===== config.mk =====
export PLATFORM = sky130hd
export DESIGN_NAME = blackjack_table_ctrl
export DESIGN_NICKNAME = d
export VERILOG_FILES = /design/src/rtl/blackjack_pkg.sv /design/src/rtl/blackjack_table_ctrl_hand_accum.sv /design/src/rtl/blackjack_table_ctrl.sv
export SDC_FILE = /design/constraint.sdc
export NUM_CORES = 1
export LEC_CHECK = 0
export CORE_MARGIN = 1
export CORE_UTILIZATION = 50
export DETAILED_ROUTE_END_ITERATION = 7
export DONT_BUFFER_PORTS = 1
export PLACE_DENSITY = 0.64
export SETUP_SLACK_MARGIN = 0.15
export SLEW_MARGIN = 20
export SYNTH_ARGS = -nofsm -noshare
export SYNTH_HDL_FRONTEND = slang
export SYNTH_SLANG_ARGS = --single-unit
export TNS_END_PERCENT = 30

===== constraint.sdc =====
create_clock -name i_clk -period 3.25 [get_ports i_clk]
set_clock_uncertainty 0.1 [all_clocks]
set_input_delay 0.65 -clock i_clk [delete_from_list [all_inputs] [get_ports i_clk]]
set_output_delay 0.65 -clock i_clk [all_outputs]
set_load 0.02 [all_outputs]

===== src/rtl/blackjack_pkg.sv =====
// Shared types, limits and hand arithmetic helpers for the blackjack table.
// Latency: none (types and pure functions only).
// Backpressure: not applicable.
package blackjack_pkg;

  typedef enum logic [3:0] {
    ST_IDLE        = 4'd0,
    ST_CLEAR       = 4'd1,
    ST_DEAL        = 4'd2,
    ST_PEEK        = 4'd3,
    ST_PLAYER_TURN = 4'd4,
    ST_DEALER_TURN = 4'd5,
    ST_SETTLE      = 4'd6,
    ST_DONE        = 4'd7
  } table_state_t;

  typedef enum logic [1:0] {
    RES_NONE = 2'b00,
    RES_LOSE = 2'b01,
    RES_TIE  = 2'b10,
    RES_WIN  = 2'b11
  } result_t;

  typedef logic [3:0] card_value_t;
  typedef logic [4:0] hand_sum_t;

  localparam hand_sum_t BJ_LIMIT  = 5'd21;
  localparam hand_sum_t ACE_BONUS = 5'd10;

  // Face cards and out-of-range deck codes all count as ten.
  function automatic hand_sum_t card_points(card_value_t v);
    if (v == 4'd0 || v > 4'd10) begin
      return 5'd10;
    end
    return {1'b0, v};
  endfunction

  // Promote one ace to eleven when that does not bust the hand.
  function automatic hand_sum_t best_sum(hand_sum_t hard, logic ace);
    if (ace && hard <= (BJ_LIMIT - ACE_BONUS)) begin
      return hard + ACE_BONUS;
    end
    return hard;
  endfunction

endpackage


===== src/rtl/blackjack_table_ctrl_hand_accum.sv =====
// Accumulates one hand: hard sum, ace flag, card count, best sum and softness.
// Latency: a card added in cycle t is reflected in all outputs from cycle t+1.
// Backpressure: none; the caller pulses i_add exactly once per consumed card.
module hand_accum
  import blackjack_pkg::*;
#(
  parameter int MAX_CARDS = 5,
  parameter int CNT_W     = 3
) (
  input  logic             i_clk,
  input  logic             i_reset,
  input  logic             i_clear,
  input  logic             i_add,
  input  card_value_t      i_card,
  output hand_sum_t        o_hard,
  output logic             o_ace,
  output logic [CNT_W-1:0] o_count,
  output hand_sum_t        o_best,
  output logic             o_soft
);

  localparam logic [CNT_W-1:0] MAX_CNT = CNT_W'(MAX_CARDS);

  hand_sum_t        hard_q, hard_d;
  logic             ace_q, ace_d;
  logic [CNT_W-1:0] count_q, count_d;

  // Next hand contents: clear wins over add; count saturates at the hand limit.
  always_comb begin
    hard_d  = hard_q;
    ace_d   = ace_q;
    count_d = count_q;
    if (i_clear) begin
      hard_d  = '0;
      ace_d   = 1'b0;
      count_d = '0;
    end else if (i_add) begin
      hard_d = hard_q + card_points(i_card);
      if (i_card == 4'd1) begin
        ace_d = 1'b1;
      end
      if (count_q != MAX_CNT) begin
        count_d = count_q + CNT_W'(1);
      end
    end
  end

  // Hand state registers.
  always_ff @(posedge i_clk or posedge i_reset) begin
    if (i_reset) begin
      hard_q  <= '0;
      ace_q   <= 1'b0;
      count_q <= '0;
    end else begin
      hard_q  <= hard_d;
      ace_q   <= ace_d;
      count_q <= count_d;
    end
  end

  assign o_hard  = hard_q;
  assign o_ace   = ace_q;
  assign o_count = count_q;
  assign o_best  = best_sum(hard_q, ace_q);
  assign o_soft  = (o_best != hard_q);

endmodule


===== src/rtl/blackjack_table_ctrl.sv =====
// Runs a full blackjack round for NUM_PLAYERS seats against the dealer.
// Latency: one card per deck handshake; request drops the cycle after the card is taken.
// Backpressure: o_card_req holds until i_card_valid; the round simply waits on the deck.
module blackjack_table_ctrl
  import blackjack_pkg::*;
#(
  parameter int NUM_PLAYERS  = 2,
  parameter int MAX_CARDS    = 5,
  parameter int DEALER_STAND = 17,
  parameter int HIT_SOFT17   = 0,
  parameter int CHARLIE_EN   = 1
) (
  input  logic                     i_clk,
  input  logic                     i_reset,
  input  logic                     i_start,
  input  logic                     i_hit,
  input  logic                     i_stand,
  input  logic                     i_card_valid,
  input  logic [3:0]               i_card_value,
  output logic                     o_card_req,
  output logic [3:0]               o_state,
  output logic [1:0]               o_active_seat,
  output logic [5*NUM_PLAYERS-1:0] o_player_sums,
  output logic [4:0]               o_dealer_sum,
  output logic                     o_hole_hidden,
  output logic [2*NUM_PLAYERS-1:0] o_results,
  output logic                     o_round_done
);

  localparam int NH     = NUM_PLAYERS + 1;
  localparam int DLR    = NUM_PLAYERS;
  localparam int CNT_W  = $clog2(MAX_CARDS + 1);
  localparam int DEAL_W = 4;
  localparam logic [CNT_W-1:0]  MAX_CNT   = CNT_W'(MAX_CARDS);
  localparam logic [CNT_W-1:0]  TWO_CNT   = CNT_W'(2);
  localparam logic [DEAL_W-1:0] LAST_DEAL = DEAL_W'(2 * NH - 1);
  localparam hand_sum_t         STAND_SUM = hand_sum_t'(DEALER_STAND);

  table_state_t      state_q, state_d;
  logic [1:0]        seat_q, seat_d;
  logic [DEAL_W-1:0] deal_cnt_q, deal_cnt_d;
  logic              req_q, req_d;
  logic              hole_q, hole_d;
  hand_sum_t         up_q, up_d;
  result_t           results_q [NUM_PLAYERS];
  result_t           results_d [NUM_PLAYERS];

  hand_sum_t        hand_hard [NH];
  logic             hand_ace  [NH];
  logic [CNT_W-1:0] hand_cnt  [NH];
  hand_sum_t        hand_best [NH];
  logic             hand_soft [NH];
  logic             hand_add  [NH];
  logic             clear_hands;

  logic             take;
  int               deal_tgt;
  hand_sum_t        act_hard, act_best;
  logic [CNT_W-1:0] act_cnt;
  logic             dealer_bj, dealer_bust, adv, found, all_res;
  int               nxt;

  assign take        = req_q && i_card_valid;
  assign clear_hands = (state_q == ST_CLEAR);
  assign dealer_bj   = hand_ace[DLR] && hand_hard[DLR] == 5'd11 && hand_cnt[DLR] == TWO_CNT;
  assign dealer_bust = hand_hard[DLR] > BJ_LIMIT;

  for (genvar h = 0; h < NH; h++) begin : g_hand
    hand_accum #(
      .MAX_CARDS(MAX_CARDS),
      .CNT_W    (CNT_W)
    ) u_hand (
      .i_clk  (i_clk),
      .i_reset(i_reset),
      .i_clear(clear_hands),
      .i_add  (hand_add[h]),
      .i_card (i_card_value),
      .o_hard (hand_hard[h]),
      .o_ace  (hand_ace[h]),
      .o_count(hand_cnt[h]),
      .o_best (hand_best[h]),
      .o_soft (hand_soft[h])
    );
  end

  // Deal order is seat 0..N-1 then dealer, twice; map the deal counter to a hand.
  always_comb begin
    deal_tgt = int'(deal_cnt_q);
    if (deal_tgt >= NH) begin
      deal_tgt = deal_tgt - NH;
    end
  end

  // Steer a consumed card into exactly one hand based on the phase of the round.
  always_comb begin
    for (int h = 0; h < NH; h++) begin
      hand_add[h] = 1'b0;
      if (take) begin
        if (state_q == ST_DEAL && deal_tgt == h) begin
          hand_add[h] = 1'b1;
        end
        if (h < NUM_PLAYERS && state_q == ST_PLAYER_TURN && int'(seat_q) == h) begin
          hand_add[h] = 1'b1;
        end
        if (h == DLR && state_q == ST_DEALER_TURN) begin
          hand_add[h] = 1'b1;
        end
      end
    end
  end

  // Select the active seat's hand without indexing by a wider-than-needed pointer.
  always_comb begin
    act_hard = '0;
    act_best = '0;
    act_cnt  = '0;
    for (int s = 0; s < NUM_PLAYERS; s++) begin
      if (int'(seat_q) == s) begin
        act_hard = hand_hard[s];
        act_best = hand_best[s];
        act_cnt  = hand_cnt[s];
      end
    end
  end

  // Table FSM: next state, seat pointer, deck request, hole masking and results.
  always_comb begin
    state_d    = state_q;
    seat_d     = seat_q;
    deal_cnt_d = deal_cnt_q;
    req_d      = req_q;
    hole_d     = hole_q;
    up_d       = up_q;
    results_d  = results_q;
    adv        = 1'b0;
    found      = 1'b0;
    all_res    = 1'b1;
    nxt        = 0;

    if (take) begin
      req_d = 1'b0;
    end

    unique case (state_q)
      ST_IDLE, ST_DONE: begin
        if (i_start) begin
          state_d = ST_CLEAR;
        end
      end

      ST_CLEAR: begin
        for (int s = 0; s < NUM_PLAYERS; s++) begin
          results_d[s] = RES_NONE;
        end
        hole_d     = 1'b1;
        deal_cnt_d = '0;
        seat_d     = '0;
        up_d       = '0;
        req_d      = 1'b0;
        state_d    = ST_DEAL;
      end

      ST_DEAL: begin
        if (take) begin
          // The dealer's first-pass card is the only one shown while the hole is hidden.
          if (deal_tgt == DLR && int'(deal_cnt_q) < NH) begin
            up_d = card_points(i_card_value);
          end
          deal_cnt_d = deal_cnt_q + DEAL_W'(1);
          if (deal_cnt_q == LAST_DEAL) begin
            state_d = ST_PEEK;
          end
        end else if (!req_q) begin
          req_d = 1'b1;
        end
      end

      ST_PEEK: begin
        if (dealer_bj) begin
          hole_d = 1'b0;
          for (int s = 0; s < NUM_PLAYERS; s++) begin
            if (hand_ace[s] && hand_hard[s] == 5'd11 && hand_cnt[s] == TWO_CNT) begin
              results_d[s] = RES_TIE;
            end else begin
              results_d[s] = RES_LOSE;
            end
          end
          state_d = ST_SETTLE;
        end else begin
          for (int s = 0; s < NUM_PLAYERS; s++) begin
            if (hand_ace[s] && hand_hard[s] == 5'd11 && hand_cnt[s] == TWO_CNT) begin
              results_d[s] = RES_WIN;
            end
          end
          for (int s = NUM_PLAYERS - 1; s >= 0; s--) begin
            if (results_d[s] == RES_NONE) begin
              nxt   = s;
              found = 1'b1;
            end
          end
          if (found) begin
            seat_d  = 2'(nxt);
            state_d = ST_PLAYER_TURN;
          end else begin
            state_d = ST_SETTLE;
          end
        end
      end

      ST_PLAYER_TURN: begin
        // Hand outputs already include any card taken last cycle, so the
        // automatic outcomes are checked whenever no request is in flight.
        if (!req_q) begin
          if (act_hard > BJ_LIMIT) begin
            adv = 1'b1;
            for (int s = 0; s < NUM_PLAYERS; s++) begin
              if (int'(seat_q) == s) begin
                results_d[s] = RES_LOSE;
              end
            end
          end else if (act_best == BJ_LIMIT) begin
            adv = 1'b1;
          end else if (act_cnt == MAX_CNT) begin
            adv = 1'b1;
            if (CHARLIE_EN != 0) begin
              for (int s = 0; s < NUM_PLAYERS; s++) begin
                if (int'(seat_q) == s) begin
                  results_d[s] = RES_WIN;
                end
              end
            end
          end else if (i_stand) begin
            adv = 1'b1;
          end else if (i_hit) begin
            req_d = 1'b1;
          end
        end

        if (adv) begin
          for (int s = NUM_PLAYERS - 1; s >= 0; s--) begin
            if (s > int'(seat_q) && results_d[s] == RES_NONE) begin
              nxt   = s;
              found = 1'b1;
            end
          end
          for (int s = 0; s < NUM_PLAYERS; s++) begin
            if (results_d[s] == RES_NONE) begin
              all_res = 1'b0;
            end
          end
          if (found) begin
            seat_d = 2'(nxt);
          end else if (all_res) begin
            state_d = ST_SETTLE;
          end else begin
            hole_d  = 1'b0;
            state_d = ST_DEALER_TURN;
          end
        end
      end

      ST_DEALER_TURN: begin
        hole_d = 1'b0;
        if (!req_q) begin
          if (hand_cnt[DLR] < MAX_CNT &&
              (hand_best[DLR] < STAND_SUM ||
               (HIT_SOFT17 != 0 && hand_best[DLR] == STAND_SUM && hand_soft[DLR]))) begin
            req_d = 1'b1;
          end else begin
            state_d = ST_SETTLE;
          end
        end
      end

      ST_SETTLE: begin
        for (int s = 0; s < NUM_PLAYERS; s++) begin
          if (results_q[s] == RES_NONE) begin
            if (dealer_bust) begin
              results_d[s] = RES_WIN;
            end else if (CHARLIE_EN != 0 && hand_cnt[DLR] == MAX_CNT) begin
              results_d[s] = RES_LOSE;
            end else if (hand_best[s] > hand_best[DLR]) begin
              results_d[s] = RES_WIN;
            end else if (hand_best[s] == hand_best[DLR]) begin
              results_d[s] = RES_TIE;
            end else begin
              results_d[s] = RES_LOSE;
            end
          end
        end
        state_d = ST_DONE;
      end

      default: begin
        state_d = ST_IDLE;
      end
    endcase
  end

  // Table state registers; reset drops any outstanding deck request.
  always_ff @(posedge i_clk or posedge i_reset) begin
    if (i_reset) begin
      state_q    <= ST_IDLE;
      seat_q     <= '0;
      deal_cnt_q <= '0;
      req_q      <= 1'b0;
      hole_q     <= 1'b0;
      up_q       <= '0;
      for (int s = 0; s < NUM_PLAYERS; s++) begin
        results_q[s] <= RES_NONE;
      end
    end else begin
      state_q    <= state_d;
      seat_q     <= seat_d;
      deal_cnt_q <= deal_cnt_d;
      req_q      <= req_d;
      hole_q     <= hole_d;
      up_q       <= up_d;
      results_q  <= results_d;
    end
  end

  // Pack per-seat sums and results, seat 0 in the least significant bits.
  always_comb begin
    o_player_sums = '0;
    o_results     = '0;
    for (int s = 0; s < NUM_PLAYERS; s++) begin
      o_player_sums[5*s +: 5] = hand_best[s];
      o_results[2*s +: 2]     = results_q[s];
    end
  end

  assign o_card_req    = req_q;
  assign o_state       = state_q;
  assign o_active_seat = seat_q;
  assign o_hole_hidden = hole_q;
  assign o_round_done  = (state_q == ST_DONE);
  assign o_dealer_sum  = hole_q ? best_sum(up_q, up_q == 5'd1) : hand_best[DLR];

endmodule


Word level (Yosys, flattened, before mapping)
Index checks and enable logic that the tools add are counted.

Bits in registers: 48. Input bits: 10. Output and inout port bits: 28.

Add/sub/neg operators: 12. Magnitude comparators: 14. Equal/unequal tests: 42. Mux-type cells: 159. Reduce and logical (&&, ||, !) cells: 55.

Operator list (count): $mux 5 (32); $mux 1 (64); $mux 2 (30); $mux 4 (14); $mux 3 (11); $eq 32x2->1 const B (1); $eq 32x3->1 const B (1); $logic_not 32->1 (1); $mux 32 (1); $pmux 4 s7 (1); $ne 2x2->1 const B (11); $add 5x4->5 const B (4); $eq 4x3->1 const B (5); $le 5x4->1 const B (4); $logic_and 1x1->1 (19); $reduce_and 2->1 (9); $pmux 4 s4 (1); $reduce_bool 2->1 (8); $add 5x5->5 (3); $eq 5x4->1 const B (3); $logic_not 2->1 (7); $eq 5x5->1 (2); $gt 5x5->1 (2); $gt 5x5->1 const B (2); 30 further kinds (46).

Depth between registers and ports, before layout
Gate-level depths: netlist of the first run.

Depth in word-level cells: 20. Gate-level depth with buffers: 17.

By module
Synthesis of the first run repeated with hierarchy kept, for this count alone.

Cells, all modules: 512. Area, all modules: 4279.1 um^2.

By module, submodules not included: hand_accum (times used 3, cells each 77, area each 719.4 um^2); blackjack_table_ctrl (times used 1, cells each 281, area each 2120.8 um^2).

Worst setup path before layout of the first run
Ideal clock, no wire load.

Kind: reg-to-reg. Start point: register g_hand[0].u_hand.hard_q[2]. End point: register results_q (netlist bit o_results[1]). Library setup time: 0.128 ns. Data arrival time: 2.976 ns. Setup slack: 0.047 ns. Stages on the path, launching flop included: 15. Cells stage by stage: dfrtp_1 > inv_1 > ha_1 > nand3b_1 > nand2_1 > a211o_1 > xnor2_1 > ha_1 > a21o_1 > a21o_1 > a21o_1 > a21oi_1 > o21ai_0 > o41ai_1 > nor2_1.

Word-level cells in the longest chain between the ends: 12.

RTL lines: start: declaration (RTL line blackjack_table_ctrl_hand_accum.sv:24) `hand_sum_t hard_q, hard_d;`; start signal: assignment (RTL line blackjack_table_ctrl_hand_accum.sv:55) `hard_q <= hard_d;`; $le 5x4->1 (*) (RTL line blackjack_pkg.sv:40) `if (ace && hard <= (BJ_LIMIT - ACE_BONUS)) begin`; $logic_and 1x1->1 (*) (RTL line blackjack_pkg.sv:40); $mux 1 (*) (RTL line blackjack_pkg.sv:40); $mux 5 (*) (RTL line blackjack_pkg.sv:43) `return hard;`; named net o_player_sums[1] (RTL line blackjack_table_ctrl.sv:23) `output logic [5*NUM_PLAYERS-1:0] o_player_sums,`; $mux 5 (2 in a row) (RTL line blackjack_table_ctrl.sv:118) `if (int'(seat_q) == s) begin`; $eq 5x5->1 (RTL line blackjack_table_ctrl.sv:221) `end else if (act_best == BJ_LIMIT) begin`; $mux 4 (RTL line blackjack_table_ctrl.sv:221); $mux 4 (RTL line blackjack_table_ctrl.sv:214) `if (act_hard > BJ_LIMIT) begin`; $mux 4 (RTL line blackjack_table_ctrl.sv:213) `if (!req_q) begin`; $mux 4 (RTL line blackjack_table_ctrl.sv:144) `unique case (state_q)`; $pmux 4 s4 (*) (RTL line blackjack_table_ctrl.sv:144); end signal: assignment (RTL line blackjack_table_ctrl.sv:319) `results_q <= results_d;`; end: declaration (RTL line blackjack_table_ctrl.sv:45) `result_t results_q [NUM_PLAYERS];`.

The timed path passes the listed nets; every way through them passes the cells marked *. The select of a mux whose other input is x is not followed. A chain may end at the register's enable or synchronous reset.

Worst setup path in the final report of the first run
Start point: register g_hand[0].u_hand.hard_q[1]. End point: register results_q (netlist bit o_results[0]).

Word-level cells in the longest chain between the ends: 12.

RTL lines (RTL line): $le 5x4->1 (blackjack_pkg.sv:40); $logic_and 1x1->1 (blackjack_pkg.sv:40); $mux 1 (blackjack_pkg.sv:40); $mux 5 (*) (blackjack_pkg.sv:43); named net o_player_sums[3] (blackjack_table_ctrl.sv:23); $mux 5 (2 in a row) (blackjack_table_ctrl.sv:118); $eq 5x5->1 (blackjack_table_ctrl.sv:221); $mux 4 (blackjack_table_ctrl.sv:221); $mux 4 (blackjack_table_ctrl.sv:214); $mux 4 (blackjack_table_ctrl.sv:213); $mux 4 (blackjack_table_ctrl.sv:144); $pmux 4 s4 (*) (blackjack_table_ctrl.sv:144).

Marks and branches as above.

==> flow_summary.toml, run 1 <==
[synthesis]
yosysTopAreaCell = "dfrtp_1"
yosysWarnings = 0
avgSynthCellArea_um2 = 8.38
synth-edff-count = 0
ys_ff_latch = 45
ys_types = 76
synth.area.mux_share_pct = 2.91
seq_area_frac_synth_pct = 26.8
synth-compound-area-share_pct = 24.4
synth_top_area_share_pct = 26.8
synth-xor-area-share_pct = 3.54
syn-cell-area_um2 = 4210
synth_top_family_by_area = "compound AO/OA/AOI/OAI gates"
yosys.area_share.simple_pct = 23.2
synth-main-ff-cell = "dfrtp_1"
postSynthCellCount = 502
async_flop_share_pct = 100
synthTopCellsByArea = "dfrtp_1 (27%), ha_1 (12%), nand2_1 (4.6%), nor2_1 (4.3%), a21oi_1 (4.0%)"
synth-adder-area-share_pct = 13.9

[worst_setup_path]
critical_path_class = "reg -> reg"
cp_top_family = "compound AO/OA/AOI/OAI gates"
critPathCaptureType = "flop"
cp_data_arrival_time_ns = 2.97
crit_fanout = 9
cp_slowest_cell = "dfrtp_1"
startpoint = "g_hand[0].u_hand.o_hard[1]"
slowest_delay_ns = 0.39
start_kind = "flop"
reg2reg_setup_slack_ns = 0.37
r2r-start = "g_hand[0].u_hand.o_hard[1]"
critPathBufInv = 1
critPathRequiredTime_ns = 3.34
cp_cell_sequence = "buf_4 > ha_1 > nor3b_2 > nor2b_1 > a21o_1 > ha_1 > and4_1 > nand4_1 > a22o_1 > o21bai_1 > a21oi_1 > a21oi_1"

[sta]
period_minus_slack_ns = 2.88
max-slew-margin-rel_pct = 43.5
finalCritPeriodShare_pct = 88.7
setup_tns_ns = 0
setup_viol = 0
slew_violations = 0
final_hold_viol_count = 0
tightest_slew_ns = 0.847
rsz0062_at_grt = "true"
fmax_mhz = 347

[pwr]
power_frac_seq_pct = 26.3
intPower_uw = 2130
comb_power_share_pct = 61.3
p_leak_uw = 0.00203
clkPwrFrac_pct = 12.5
p_per_area_nw_per_um2 = 902
p_total_uw = 4170
switching_share_pct = 48.8
ir_drop_v = 0.000312
power_switching_uw = 2040

[status]
outcome = "complete, no violations"

[routing]
met1_length_um = 5250
vias_per_cell = 6.20
post_drt_wl_per_cell_um = 18.3
firstDrtPassIters = 4
wl_met2_um = 5320
vias = 3848
met3WireLength_um = 556
highest_layer = "met4"
ant_nets = 0
wl_um = 11400
drc = 0
dr.first_iter.drc_count = 229

[cts]
cts_tree = "yes"
root_buffer = "clkbuf_8"
h-tree-depth = 2
clkLatencyLatePin_ns = 0.31
cts_max_path_buffers = 2
clock-sinks = 45
clk_pin_slew_ns = 0.09
postCtsSetupBuffers = 0
cts-buffers-inserted = 5

[grt]
grt_overflow = 0
grt_start_max_net_pins = 46
grt_pass1_vias = 3720
antenna_found_initial = 0
grt_pass1_wl_um = 18600
grtUsageTotal_pct = 27.4

[floorplanning]
core_um2 = 8180
start_util_pct = 51.5
die_area_um2 = 8790
ios = 38
die_y_um = 93.8
fp.dieW_um = 93.8
row_count = 33

[job]
cap_viol_max_count = 0

[final_layout]
synthToLayoutAreaGrowth_pct = 9.81
layout_commonest_cell = "nand2_1"
nFillCells = 778
layout_common_cells = "nand2_1 (51), nor2_1 (48), dfrtp_1 (45), ha_1 (42), a21oi_1 (32)"
nets = 570
antennaDiodeCount = 0
layout-drive-gt1-share_pct = 13.6

[worst_hold_path]
hold_path.class = "in -> async"

[place]
dp_hpwl_um = 8530
gp_congestion = 0.911
port_buffers = 0
-- layout make-up --
type	count	area (µm²)	share of cell area, %
Inverter	28	106	2.30
Multi-Input combinational cell	407	2910	63.0
Tap cell	105	131	2.84
Clock inverter	3	65.1	1.41
Timing Repair Buffer	28	210	4.55
Sequential cell	45	1130	24.4
Clock buffer	5	68.8	1.49
-- path summary, 6_finish.rpt --
path | cells after the start | endpoint
worst min register to register | 1 | up_q[0]
worst max register to register | 12 | o_results[0]
worst min-delay path | 1 | deal_cnt_q[0]
worst max-delay path | 12 | o_results[0]
min in group i_clk | 1 | o_card_req
max in group asynchronous | 1 | g_hand[2].u_hand.o_hard[4]
-- Yosys cell counts (5+ instances only) --
cell / number
o21a_1: 5
nand4_1: 7
nand2_1: 52
xnor2_1: 14
nor2b_1: 11
mux2i_1: 10
nor2_1: 48
a211oi_1: 6
inv_1: 27
nor3_1: 13
clkbuf_1: 14
ha_1: 42
a21o_1: 9
nand2b_1: 5
dfrtp_1: 45
a211o_1: 7
a21oi_1: 34
and3b_1: 5
o21ai_0: 30
nand3_1: 11
or2_2: 5
a32o_1: 5
buf_4: 6
-- sequential cells by signal (all words and copies together) (netlist names) --
register	count
up_q	4
deal_cnt_q	4
o_results	4
g_hand.u_hand.o_ace	3
g_hand.u_hand.o_hard	15
o_active_seat	1
o_hole_hidden	1
g_hand.u_hand.o_count	9
o_card_req	1
o_state	3
-- power by group through the flow --
stage               sequential [µW]  clock [µW]  combinational (µW)
CTS                            1090         525                2510
floorplan                       998           0                1900
detailed placement             1100           0                2490
global placement               1090           0                2430
global route                   1130         557                2840
finish                         1100         519                2550
-- cell families (layout without fill, tap and decap cells) --
logic type,count (synthesis),after routing
fa+ha+maj,45,45
flops,45,45
xor+xnor,17,17
other cells,1,2
buf+inv,51,64
mux,12,12
simple gates,186,186
compound gates,145,145
-- timing repair --
action / 4_1_cts / 5_1_grt
hold buffers: 0 / 0
endpoints found under the setup margin: 0 / 2
resized for setup: 0 / 11
-- metrics by stage --
stage | utilization [%] | hold WS, ns | cells | instance area, µm² | worst slack, ns
4_1_cts | 56.1 | 0.348 | 621 | 4590 | 0.218
5_1_grt | 56.5 | 0.309 | 621 | 4620 | 0.105
2_1_floorplan | - | 0.374 | 503 | 4220 | 0.199
3_5_place_dp | 54.5 | 0.395 | 613 | 4450 | 0.266
3_3_place_gp | 54.5 | 0.396 | 613 | 4450 | 0.367
6_report | 56.5 | 0.237 | 621 | 4620 | 0.368
-- routing by layer --
metal | up-vias | global-route usage [%]
met3 | 19 | 4.45
met4 | 0 | 8.97
met2 | 103 | 43.6
li1 | 1853 | -
met5 | - | 0
met1 | 1873 | 37.7
-- worst register-to-register path: cells and delay by family (launching register included) --
kind                     cells  cell delay (ns)
AO/OA/AOI/OAI                5             0.92
adder cells (fa/ha/maj)      2             0.55
buffers and inverters        1             0.17
flip-flops                   1             0.39
AND/OR/NAND/NOR              4             0.62
Power figures use the tool's default switching activity.
==> run 2: changes to the inputs <==
Settings changed: PLACE_DENSITY 0.64 to 0.61.
Clock period 3.25 ns to 2.9 ns, I/O delays scaled along.
==> run 2 against run 1 <==
  * Flip-flop and latch count is the same
  * Wire length is 5.4% higher
  * Critical path depth rose by 1
  * Highest routed layer unchanged
==> flow_summary.toml, run 2 (synthesized netlist as in run 1, its figures left out) <==
[worst_setup_path]
critPathRequiredTime_ns = 3.01
start_kind = "flop"
critical_path_class = "reg -> reg"
cp_slowest_cell = "dfrtp_2"
cp_data_arrival_time_ns = 2.88
critPathBufInv = 0
startpoint = "g_hand[0].u_hand.o_hard[1]"
ff2ff_path_depth = 13
r2r-start = "g_hand[0].u_hand.o_hard[1]"
cp_cell_sequence = "ha_4 > nand3b_1 > nand2_1 > a211o_4 > xnor2_4 > ha_4 > a21o_1 > a21o_1 > a21o_1 > a21oi_2 > o21ai_2 > o41ai_2 > nor2_1"
critPathCaptureType = "flop"
crit_top_cell = "a21o_1"
slowest_delay_ns = 0.44
crit_cells = 13
cp_top_family = "compound AO/OA/AOI/OAI gates"
crit_fanout = 3

[sta]
tightest_slew_ns = 0.640
fmax_mhz = 361
setup_viol = 0
slew_violations = 0
period_minus_slack_ns = 2.77
final_hold_viol_count = 0
rsz0062_at_grt = "true"
setup_slack_ns = 0.132
setup_tns_ns = 0
max-slew-margin-rel_pct = 57.3
finalCritPeriodShare_pct = 95.4

[routing]
post_drt_wl_per_cell_um = 18.6
wl_um = 12000
vias = 3915
vias_per_cell = 6.09
ant_nets = 0
highest_layer = "met4"
firstDrtPassIters = 4
drc = 0
met1_length_um = 5450
met3WireLength_um = 576
wl_met2_um = 5760
dr.first_iter.drc_count = 261

[place]
dp_hpwl_um = 9060
pre_cts_ws_ns = 0.0948
gp_congestion = 0.918
port_buffers = 0

[grt]
grtUsageTotal_pct = 28.5
grt_pass1_wl_um = 19600
grt_start_max_net_pins = 28
antenna_found_initial = 0
grt_overflow = 0
grt_pass1_vias = 3801

[cts]
cts_tree = "yes"
clk_pin_slew_ns = 0.10
root_buffer = "clkbuf_8"
clkLatencyLatePin_ns = 0.31
clock-sinks = 45
cts-buffers-inserted = 5
postCtsHoldBufs = 0
h-tree-depth = 2
cts_max_path_buffers = 2

[final_layout]
nFillCells = 755
layout_common_cells = "nand2_1 (50), nor2_1 (47), buf_4 (44), dfrtp_1 (42), ha_1 (35)"
largest_reg_flops = 15
synthToLayoutAreaGrowth_pct = 18.5
antennaDiodeCount = 0
nets = 592
layout_commonest_cell = "nand2_1"
layout-drive-gt1-share_pct = 22.1

[floorplanning]
start_util_pct = 51.5
die_y_um = 93.8
ios = 38
row_count = 33
die_area_um2 = 8790
fp.dieW_um = 93.8
core_um2 = 8180

[pwr]
p_leak_uw = 0.00215
p_per_area_nw_per_um2 = 1010
ir_drop_v = 0.000494

[status]
outcome = "complete, no violations"

[job]
cap_viol_max_count = 0

[worst_hold_path]
hold_path.class = "in -> async"
[run 2: area by class of cell]
cell class	instances	area, µm²	share of cell area [%]
clock buffers	5	68.8	1.38
clock inverters	3	25.0	0.502
multi-input cells	407	3130	62.7
inverters	28	109	2.18
repair buffers	50	398	7.97
flip-flops and latches	45	1130	22.6
well taps	105	131	2.63
[run 2: worst reg2reg max path: stages, from the launching register on]
cell and delay [ns]:
dfrtp_2 0.44, ha_4 0.16, nand3b_1 0.11, nand2_1 0.09
a211o_4 0.37, xnor2_4 0.17, ha_4 0.22, a21o_1 0.15
a21o_1 0.15, a21o_1 0.16, a21oi_2 0.14, o21ai_2 0.08
o41ai_2 0.26, nor2_1 0.08
[run 2: repair_timing]
| item | 4_1_cts | 5_1_grt |
|---|---|---|
| pin swaps | 1 | 22 |
| cloned | 0 | 0 |
| buffers inserted | 0 | 3 |
| setup endpoints to repair | 6 | 19 |
| resized for setup | 4 | 42 |
| hold endpoints to repair | 0 | 0 |
[run 2: stage by stage]
step | instances | total power [µW] | hold WS [ns] | util [%] | area [µm²]
4_1_cts | 640 | 4720 | 0.142 | 58.2 | 4760
6_report | 643 | 5020 | 0.120 | 61.0 | 4990
3_5_place_dp | 632 | 4260 | 0.421 | 56.8 | 4650
2_1_floorplan | 503 | 3320 | 0.374 | - | 4280
5_1_grt | 643 | 5450 | 0.165 | 61.0 | 4990
3_3_place_gp | 632 | 4180 | 0.414 | 56.8 | 4650
[run 2: power by group]
part / total, µW / internal, µW / leakage [µW] / switching (µW)
registers: 1150 / 820 / 0.000602 / 326
clock network: 437 / 176 / 0.0000452 / 261
logic: 3430 / 1520 / 0.00150 / 1910
total: 5020 / 2520 / 0.00215 / 2500
[run 2: layer usage]
layer / GRT usage (%) / vias up
li1: - / 1891
met1: 39.9 / 1922
met2: 46.4 / 87
met3: 4.85 / 15
met4: 5.38 / 0
met5: 0 / -
[run 2: path summary, 6_finish.rpt]
| kind | slack (ns) | to |
|---|---|---|
| worst max-delay path | 0.13 | o_results[1] |
| worst min-delay path | 0.12 | g_hand[0].u_hand.o_count[1] |
| worst max register to register | 0.13 | o_results[1] |
| worst min register to register | 0.44 | up_q[3] |
| max in group asynchronous | 1.95 | g_hand[2].u_hand.o_count[0] |
| min in group i_clk | 0.28 | o_card_req |
==> run 3: changes to the inputs <==
Settings changed: RECOVER_POWER set to 25.
==> run 3 against run 2 <==
  * Global-route usage stayed put
  * Critical endpoint unchanged
  * Maximum frequency hardly changed
  * Critical path type unchanged
  * Cell area hardly changed
  * First-iteration DRC count is 9.6% lower
  * Largest cell class unchanged
  * Combinational power hardly changed
==> flow_summary.toml, run 3 (synthesized netlist as in run 1, its figures left out) <==
[sta]
tightest_slew_ns = 1.16
rsz0062_at_grt = "true"
setup_tns_ns = 0
final_hold_viol_count = 0
finalCritPeriodShare_pct = 95.4
period_minus_slack_ns = 2.77
setup_viol = 0
whs_ns = 0.274
max-slew-margin-rel_pct = 22.6
fmax_mhz = 361
slew_violations = 0

[grt]
grt_pass1_wl_um = 19600
grt_overflow = 0
antenna_found_initial = 0
grtUsageTotal_pct = 28.5
grt_start_max_net_pins = 28
grt_pass1_vias = 3801

[routing]
ant_nets = 0
wl_met2_um = 5780
drc = 0
firstDrtPassIters = 4
vias = 3921
met3WireLength_um = 596
post_drt_wl_per_cell_um = 18.7
highest_layer = "met4"
wl_um = 12000
met1_length_um = 5460
vias_per_cell = 6.10
dr.first_iter.drc_count = 236

[place]
place_inst = 632
gp_congestion = 0.918
dp_hpwl_um = 9060
port_buffers = 0
place_area_um2 = 4650

[worst_setup_path]
start_kind = "flop"
critPathCaptureType = "flop"
slowest_delay_ns = 0.44
critPathRequiredTime_ns = 3.01
critical_path_class = "reg -> reg"
crit_fanout = 3
cp_cell_sequence = "ha_4 > nand3b_1 > nand2_1 > a211o_4 > xnor2_4 > ha_4 > a21o_1 > a21o_1 > a21o_1 > a21oi_2 > o21ai_2 > o41ai_2 > nor2_1"
cp_slowest_cell = "dfrtp_2"
cp_data_arrival_time_ns = 2.88
reg2reg_setup_slack_ns = 0.13
crit_top_cell = "a21o_1"

[final_layout]
nets = 592
layout_common_cells = "nand2_1 (50), nor2_1 (47), buf_4 (43), dfrtp_1 (42), ha_1 (35)"
fin_area_um2 = 4990
nFillCells = 757
antennaDiodeCount = 0
fin_cells = 643
layout-drive-gt1-share_pct = 21.7
largest_reg_flops = 15
layout_commonest_cell = "nand2_1"
synthToLayoutAreaGrowth_pct = 18.5

[status]
outcome = "complete, no violations"

[cts]
h-tree-depth = 2
cts-buffers-inserted = 5
clock-sinks = 45
postCtsHoldBufs = 0
clkLatencyLatePin_ns = 0.32
root_buffer = "clkbuf_8"
cts_max_path_buffers = 2
clk_pin_slew_ns = 0.11
cts_tree = "yes"

[floorplanning]
row_count = 33
start_util_pct = 51.5
ios = 38
core_um2 = 8180
fp.dieW_um = 93.8
die_y_um = 93.8
die_area_um2 = 8790

[pwr]
p_per_area_nw_per_um2 = 1010
ir_drop_v = 0.000495
p_leak_uw = 0.00215
p_total_uw = 5020

[job]
cap_viol_max_count = 0

[worst_hold_path]
hold_path.class = "in -> reg"
[run 3: cell type report]
| type | instances | area [µm²] | area share [%] |
|---|---|---|---|
| tap | 105 | 131 | 2.63 |
| inverter | 28 | 109 | 2.18 |
| multi-input combinational | 407 | 3130 | 62.7 |
| clock inverter | 3 | 25.0 | 0.502 |
| timing repair buffer | 50 | 394 | 7.90 |
| clock buffer | 5 | 68.8 | 1.38 |
| sequential | 45 | 1130 | 22.7 |
[run 3: critical path, delay by kind of cell (launching register included)]
kind / cells / cell delay [ns]
DFF: 1 / 0.44
AOI/OAI and AO/OA: 7 / 1.31
adders and majority gates: 2 / 0.38
and+or+nand+nor: 3 / 0.27
xor gates and xnor gates: 1 / 0.17
[run 3: worst paths after layout]
kind,endpoint,start,depth (start not counted)
max,o_results[1],g_hand[0].u_hand.o_hard[1],13
min,o_card_req,i_card_valid,1
max reg2reg,o_results[1],g_hand[0].u_hand.o_hard[1],13
min reg2reg,up_q[3],up_q[3],1
max in group asynchronous,up_q[1],i_reset,2
min in group asynchronous,g_hand[0].u_hand.o_count[1],i_reset,1
[run 3: per-stage QoR]
stage,setup WS [ns],utilization [%]
after floorplan,0.0966,-
after global placement,0.179,56.8
after detailed placement,0.0948,56.8
after CTS,0.115,58.2
after global routing,0.000960,61.0
final,0.134,61.0
[run 3: power by group]
group | internal, µW | switching, µW
sequential | 820 | 327
clock | 176 | 264
combinational | 1520 | 1910
total | 2520 | 2500
[run 3: per-layer routing]
layer / up-vias / global-route usage (%)
met4: 0 / 5.38
met2: 84 / 46.4
met3: 13 / 4.85
met5: - / 0
li1: 1891 / -
met1: 1933 / 39.9
[run 3: what timing repair did]
item | CTS | global route
gates resized for setup | 4 | 42
endpoints found under the setup margin | 6 | 19
setup buffers | 0 | 3
pin swaps | 1 | 22
